**src/rtl/prism_counter_bank.sv**
```systemverilog
// prism_counter_bank
// Bank of NCH down-counters sharing one prescaler. The enclosing FSM
// requests per-channel loads and decrements. The block exposes per-channel
// zero flags, sticky hit status and a level interrupt.
//
// Configuration macro: PRISM_CNT_IRQ_EN
//   defined   : IRQ_EN register is read/write and irq = |(STATUS & IRQ_EN)
//   undefined : IRQ_EN reads 0, writes to it are dropped, irq is held at 0
//
// Register map (byte addresses, 32-bit accesses only):
//   0x00      CTRL     [PW-1:0] PDIV, [31] soft clear (write-only, reads 0)
//   0x04      STATUS   [NCH-1:0] sticky hit bits, write-1-to-clear
//   0x08      IRQ_EN   [NCH-1:0]
//   0x10+4i   PRELOAD[i]
//   0x20+4i   COUNT[i] (read-only)

module prism_counter_bank #(
    parameter int NCH = 4,
    parameter int CW  = 16,
    parameter int PW  = 16
) (
    input  logic            clk,
    input  logic            rst_n,
    input  logic            enable,
    input  logic [NCH-1:0]  dec,
    input  logic [NCH-1:0]  load,
    input  logic [5:0]      address,
    input  logic [31:0]     data_in,
    input  logic [1:0]      data_write_n,
    output logic [31:0]     data_out,
    output logic [NCH-1:0]  zero,
    output logic            irq
);

    localparam logic [5:0] ADDR_CTRL    = 6'h00;
    localparam logic [5:0] ADDR_STATUS  = 6'h04;
    localparam logic [5:0] ADDR_IRQ_EN  = 6'h08;
    localparam logic [5:0] ADDR_PRELOAD = 6'h10;
    localparam logic [5:0] ADDR_COUNT   = 6'h20;

    localparam logic [CW-1:0] CNT_ZERO = {CW{1'b0}};
    localparam logic [CW-1:0] CNT_ONE  = {{(CW-1){1'b0}}, 1'b1};
    localparam logic [PW-1:0] PRE_ZERO = {PW{1'b0}};
    localparam logic [PW-1:0] PRE_ONE  = {{(PW-1){1'b0}}, 1'b1};

    // State
    logic [PW-1:0]          presc_r;
    logic [PW-1:0]          pdiv_r;
    logic [NCH-1:0][CW-1:0] count_r;
    logic [NCH-1:0][CW-1:0] preload_r;
    logic [NCH-1:0]         status_r;
    logic [NCH-1:0]         irq_en_r;
    logic                   irq_r;

    // Decoded controls
    logic                   wr_en_s;
    logic                   ctrl_wr_s;
    logic                   soft_clr_s;
    logic                   status_wr_s;
    logic                   tick_s;
    logic [NCH-1:0]         preload_wr_s;
    logic [NCH-1:0]         load_s;
    logic [NCH-1:0]         dec_s;
    logic [NCH-1:0]         hit_s;
    logic [NCH-1:0]         status_nxt_s;
    logic [NCH-1:0]         irq_en_nxt_s;
    logic [NCH-1:0]         zero_s;
    logic [31:0]            rd_data_s;
    logic                   unused_data_s;

    assign wr_en_s     = (data_write_n == 2'b10);
    assign ctrl_wr_s   = wr_en_s && (address == ADDR_CTRL);
    assign soft_clr_s  = ctrl_wr_s && data_in[31];
    assign status_wr_s = wr_en_s && (address == ADDR_STATUS);
    assign tick_s      = enable && (presc_r == pdiv_r);

    // Bits 30:PW of data_in have no destination; fold them into a sink.
    assign unused_data_s = ^data_in;

`ifdef PRISM_CNT_IRQ_EN
    logic irq_en_wr_s;
    assign irq_en_wr_s = wr_en_s && (address == ADDR_IRQ_EN);

    // Next IRQ_EN value: software write or hold.
    always_comb begin
        if (irq_en_wr_s) begin
            irq_en_nxt_s = data_in[NCH-1:0];
        end else begin
            irq_en_nxt_s = irq_en_r;
        end
    end

    // IRQ_EN register.
    always_ff @(posedge clk or negedge rst_n) begin
        if (!rst_n) begin
            irq_en_r <= {NCH{1'b0}};
        end else begin
            irq_en_r <= irq_en_nxt_s;
        end
    end
`else
    assign irq_en_nxt_s = {NCH{1'b0}};
    assign irq_en_r     = {NCH{1'b0}};
`endif

    // Per-channel load/decrement qualification, hit detection and PRELOAD decode.
    always_comb begin
        load_s       = {NCH{1'b0}};
        dec_s        = {NCH{1'b0}};
        hit_s        = {NCH{1'b0}};
        preload_wr_s = {NCH{1'b0}};
        for (int i = 0; i < NCH; i++) begin
            load_s[i]       = enable && load[i];
            // Load wins over decrement; a zero count never decrements (no wrap).
            dec_s[i]        = tick_s && dec[i] && !load[i] && (count_r[i] != CNT_ZERO);
            hit_s[i]        = dec_s[i] && (count_r[i] == CNT_ONE);
            preload_wr_s[i] = wr_en_s && (address == (ADDR_PRELOAD + 6'(4 * i)));
        end
    end

    // Next STATUS: soft clear, else W1C then sets (a set in the same cycle wins).
    always_comb begin
        if (soft_clr_s) begin
            status_nxt_s = {NCH{1'b0}};
        end else if (status_wr_s) begin
            status_nxt_s = (status_r & ~data_in[NCH-1:0]) | hit_s;
        end else begin
            status_nxt_s = status_r | hit_s;
        end
    end

    // Prescaler: counts enabled cycles and wraps to 0 on each tick.
    always_ff @(posedge clk or negedge rst_n) begin
        if (!rst_n) begin
            presc_r <= PRE_ZERO;
        end else if (soft_clr_s) begin
            presc_r <= PRE_ZERO;
        end else if (tick_s) begin
            presc_r <= PRE_ZERO;
        end else if (enable) begin
            // If PDIV is lowered below the running value the prescaler wraps through 2^PW.
            presc_r <= presc_r + PRE_ONE;
        end else begin
            presc_r <= presc_r;
        end
    end

    // PDIV register, written by every committed CTRL write.
    always_ff @(posedge clk or negedge rst_n) begin
        if (!rst_n) begin
            pdiv_r <= PRE_ZERO;
        end else if (ctrl_wr_s) begin
            pdiv_r <= data_in[PW-1:0];
        end else begin
            pdiv_r <= pdiv_r;
        end
    end

    // PRELOAD registers; they only reach the counters through a load.
    always_ff @(posedge clk or negedge rst_n) begin
        if (!rst_n) begin
            preload_r <= {NCH{CNT_ZERO}};
        end else begin
            for (int i = 0; i < NCH; i++) begin
                if (preload_wr_s[i]) begin
                    preload_r[i] <= data_in[CW-1:0];
                end else begin
                    preload_r[i] <= preload_r[i];
                end
            end
        end
    end

    // Counters: soft clear overrides load, load overrides decrement.
    always_ff @(posedge clk or negedge rst_n) begin
        if (!rst_n) begin
            count_r <= {NCH{CNT_ZERO}};
        end else if (soft_clr_s) begin
            count_r <= {NCH{CNT_ZERO}};
        end else begin
            for (int i = 0; i < NCH; i++) begin
                if (load_s[i]) begin
                    count_r[i] <= preload_r[i];
                end else if (dec_s[i]) begin
                    count_r[i] <= count_r[i] - CNT_ONE;
                end else begin
                    count_r[i] <= count_r[i];
                end
            end
        end
    end

    // STATUS register and registered interrupt computed from next-state values.
    always_ff @(posedge clk or negedge rst_n) begin
        if (!rst_n) begin
            status_r <= {NCH{1'b0}};
            irq_r    <= 1'b0;
        end else begin
            status_r <= status_nxt_s;
            irq_r    <= |(status_nxt_s & irq_en_nxt_s);
        end
    end

    // Zero flags straight from the count registers.
    always_comb begin
        zero_s = {NCH{1'b0}};
        for (int i = 0; i < NCH; i++) begin
            zero_s[i] = (count_r[i] == CNT_ZERO);
        end
    end

    // Read mux; unmapped addresses, absent channels and unused bits read 0.
    always_comb begin
        rd_data_s = 32'h0000_0000;
        case (address)
            ADDR_CTRL:   rd_data_s[PW-1:0]  = pdiv_r;
            ADDR_STATUS: rd_data_s[NCH-1:0] = status_r;
            ADDR_IRQ_EN: rd_data_s[NCH-1:0] = irq_en_r;
            default: begin
                for (int i = 0; i < NCH; i++) begin
                    if (address == (ADDR_PRELOAD + 6'(4 * i))) begin
                        rd_data_s[CW-1:0] = preload_r[i];
                    end else if (address == (ADDR_COUNT + 6'(4 * i))) begin
                        rd_data_s[CW-1:0] = count_r[i];
                    end else begin
                        // address does not select this channel
                    end
                end
            end
        endcase
    end

    assign data_out = rd_data_s;
    assign zero     = zero_s;
    assign irq      = irq_r;

endmodule

```
**config.mk**
```make
export PLATFORM = sky130hd
export DESIGN_NAME = prism_counter_bank
export DESIGN_NICKNAME = d
export VERILOG_FILES = /design/src/rtl/prism_counter_bank.sv
export SDC_FILE = /design/constraint.sdc
export NUM_CORES = 1
export LEC_CHECK = 0
export ABC_AREA = 1
export CAP_MARGIN = 40
export CORE_MARGIN = 3
export CORE_UTILIZATION = 54
export DETAILED_ROUTE_END_ITERATION = 7
export GPL_TIMING_DRIVEN = 0
export PLACE_DENSITY = 0.76
export SYNTH_ARGS = -nofsm -noshare
export SYNTH_HDL_FRONTEND = slang
export SYNTH_SLANG_ARGS = --single-unit
export TNS_END_PERCENT = 100
```
**constraint.sdc**
```tcl
create_clock -name clk -period 2 [get_ports clk]
set_input_delay 0.2 -clock clk [delete_from_list [all_inputs] [get_ports clk]]
set_output_delay 0.2 -clock clk [all_outputs]
set_load 0.005 [all_outputs]
```
==> flow_metrics.py <==
metrics = {
    "cells_and_area": {
        "n_antenna_cell": 0,
        "drive_gt1_share_pct": 26.42,
        "area_growth_pct": 32.22,
        "final_common_cell": "nand2_1",
        "final_cell_mix": "nand2_1 (457), dfrtp_1 (144), nor2_1 (132)",
        "nets": 1865,
        "layout.cells.non_filler": 2077,
        "final_util_pct": 74.31,
        "multi_input_area_um2": 6426,
        "fillers": 1475,
        "regArea_um2": 4129,
    },
    "route": {
        "drt-initial-drc-count": 1707,
        "wl_um": 44160,
        "routed-via-count": 12780,
        "ant_nets": 0,
        "drc": 1,
        "avgRoutedWirePerCell_um": 21.26,
        "drt_pass1_iterations": 8,
        "viasPerCell": 6.155,
    },
    "timing": {
        "min_period_ps": 2215,
        "setup_viol": 25,
        "holdWs_ps": 281.2,
        "layout_setup_ws_ps": -214.6,
        "tightest_slew_ps": 709.2,
        "rsz0062_at_grt": "true",
        "skew_ps": 10.13,
        "slew_violations": 0,
        "hold_viol": 0,
        "fin_crit_sh_pct": 110.7,
        "slew_headroom_pct": 52.72,
        "fmax_mhz": 451.5,
    },
    "worst_setup_path": {
        "r2r-end": "count_r[26]",
        "rr_worst_depth": 16,
        "endpoint": "data_out[14]",
        "cp_data_arrival_time_ps": 2010,
        "required_ps": 1800,
        "r2r_setup_slack_ps": -60,
        "crit_type": "input port to primary output",
        "r2r_start": "count_r[16]",
        "endpoint_kind": "primary output",
        "cp_max_fo": 10,
        "critPathLaunchType": "input port",
        "crit_start": "address[1]",
    },
    "yosys": {
        "synthesis.area_um2": 10760,
        "netlist.area_leader.share_pct": 38.14,
        "ys_ff_latch": 164,
        "async_flop_share_pct": 100.0,
        "synth.avg_cell_area_um2": 6.797,
        "yosysSeqAreaShare_pct": 38.14,
        "yosys_warnings": 0,
        "ys_types": 47,
        "synthCells": 1583,
        "synthTopCellsByArea": "dfrtp_1 (38%), nand2_1 (17%), nor2_1 (6.4%), o21ai_0 (6.2%), nand3_1 (5.7%)",
        "yosysTopAreaCell": "dfrtp_1",
        "synthFlopType": "dfrtp_1",
        "synth_enable_flop_cells": 0,
    },
    "power": {
        "ir_drop_uv": 583.0,
        "p_clk_share_pct": 23.7,
        "p_sw_share_pct": 42.73,
        "pwr_density_cell_nw_per_um2": 963.2,
        "seq_power_share_pct": 35.2,
        "pwr-share-comb_pct": 41.1,
        "total_power_uw": 13700,
        "internal_power_uw": 7848,
        "power.switching_uw": 5855,
        "leakage_uw": 0.006778,
    },
    "global_routing": {
        "antenna_found_initial": 1,
        "grt_overflow": 0,
        "grt_pass1_vias": 11830,
        "grt_first_pass_wirelength_um": 65020,
        "grt_use_total_pct": 38.23,
        "grt_max_degree": 100,
    },
    "floorplanning": {
        "dieArea_um2": 21650,
        "ios": 88,
        "rows": 50,
        "dieHeight_um": 147.2,
        "die_x_um": 147.2,
        "start_util_pct": 56.20,
        "core_area_um2": 19140,
    },
    "clocking": {
        "cts_root_buffer": "clkbuf_16",
        "cts.htree.levels": 4,
        "cts.sinks": 164,
        "clk_latency_ps": 440,
        "cts_buffers": 17,
        "cts_tree": "built",
        "ctsLongestPathBuffers": 2,
        "clk_pin_slew_ps": 70,
    },
    "place": {
        "place_inst": 1915,
        "gp_congestion": 0.9957,
        "portBuffers": 55,
        "dp.final_hpwl_um": 28000,
        "preCtsSetupSlack_ps": -1201,
    },
    "min_path": {
        "hold_path_class": "input port to asynchronous set/reset pin",
    },
    "status": {
        "violations": "DRC, setup timing",
        "status": "finished with violations",
    },
    "flow_run": {
        "drv_cap": 0,
    },
}
## logic make-up (layout without fill, tap and decap cells)
family / count (synthesis) / in the layout / synth area share [%]
AND/OR/NAND/NOR: 912 / 912 / 37.13
AO/OA/AOI/OAI: 246 / 246 / 12.35
buffers and inverters: 227 / 445 / 9.303
flip-flops: 164 / 164 / 38.14
XOR/XNOR: 23 / 23 / 1.872
adder cells (fa/ha/maj): 10 / 10 / 1.163
other: 1 / 17 / 0.03485
## registers in the layout, indices dropped and copies added (netlist names)
signal     cells
pdiv_r        16
count_r       64
presc_r       16
preload_r     64
status_r       4
## cell usage after synthesis, types with 2 or more instances
master      n
nand2_2    12
clkbuf_1   40
a31oi_1     4
buf_12      2
o21ai_0   134
nor2_2      5
o22ai_1    10
nor3_1     19
inv_1     133
a311oi_1    2
nor4_1      2
nand2_4     3
ha_1       10
o21ai_1    13
a21oi_1    61
or2_2       4
nand2_1   482
nand3_1   123
o21ai_2     4
buf_4      19
buf_6       2
a22oi_1     4
nor2_1    183
buf_1       2
nand3_2     7
and2_1      2
a211oi_1   11
nand4_1    52
nor3b_1     2
xor2_1     19
inv_2      11
nor2_4      7
nand3_4     2
clkinv_1    3
nor3_2      4
buf_2      13
xnor2_1     4
dfrtp_1   164
## per-stage QoR
step	TNS, ps	instance area [µm²]
finish	-1511	14230
detailed placement	-91140	11730
floorplan	0	10820
CTS	-115.4	13670
global route	-3568	14230
global placement	-1092100	11700
## timing repair
| item | 4_1_cts | 5_1_grt |
|---|---|---|
| gates resized for setup | 273 | 140 |
| gates cloned | 3 | 1 |
| endpoints found under the hold margin | 65 | 0 |
| hold buffers | 1 | 0 |
| pin swaps | 66 | 73 |
| buffers inserted | 101 | 32 |
| endpoints found under the setup margin | 108 | 94 |
## power by group through the flow
stage | sequential [µW] | clock (µW) | combinational, µW
finish | 4820 | 3250 | 5630
global route | 4860 | 3380 | 6160
CTS | 4690 | 3240 | 4890
detailed placement | 4710 | 0 | 3890
global placement | 4730 | 0 | 3810
floorplan | 4460 | 0 | 2990
## how the worst min path moves through the flow
stage / startpoint / slack (ps) / cells past startpoint / to
after global placement: preload_r[13] / 470 / 2 / preload_r[13]
after detailed placement: rst_n / 190 / 1 / count_r[20]
after global routing: rst_n / 330 / 2 / count_r[20]
after floorplan: rst_n / -100 / 0 / count_r[0]
after CTS: rst_n / 330 / 2 / count_r[20]
final: rst_n / 280 / 2 / count_r[20]
## final cells by class
class | count | share of cell area, %
repair buffers | 187 | 11.53
clock buffers | 17 | 2.990
clock inverters | 15 | 1.011
plain buffers | 78 | 3.975
multi-input cells | 1208 | 45.17
well taps | 260 | 2.287
inverters | 148 | 4.011
flip-flops and latches | 164 | 29.02
## metal layers
layer / routed length [µm] / global-route usage [%]
met1: 15900 / 48.75
met2: 19450 / 59.88
met3: 5334 / 9.500
met4: 3462 / 20.97
met5: 12 / 0
## critical path: stages
cell and delay, ps:
buf_6 100, nor2_4 220, inv_4 60, nor3_4 190, buf_4 170, nand2_2 60
clkbuf_8 170, nor2_1 190, nor2_2 100, nand4_1 140, nand2_1 90, nand3_1 80
dlygate4sd2_1 240
(Power assumes the default switching activity.)
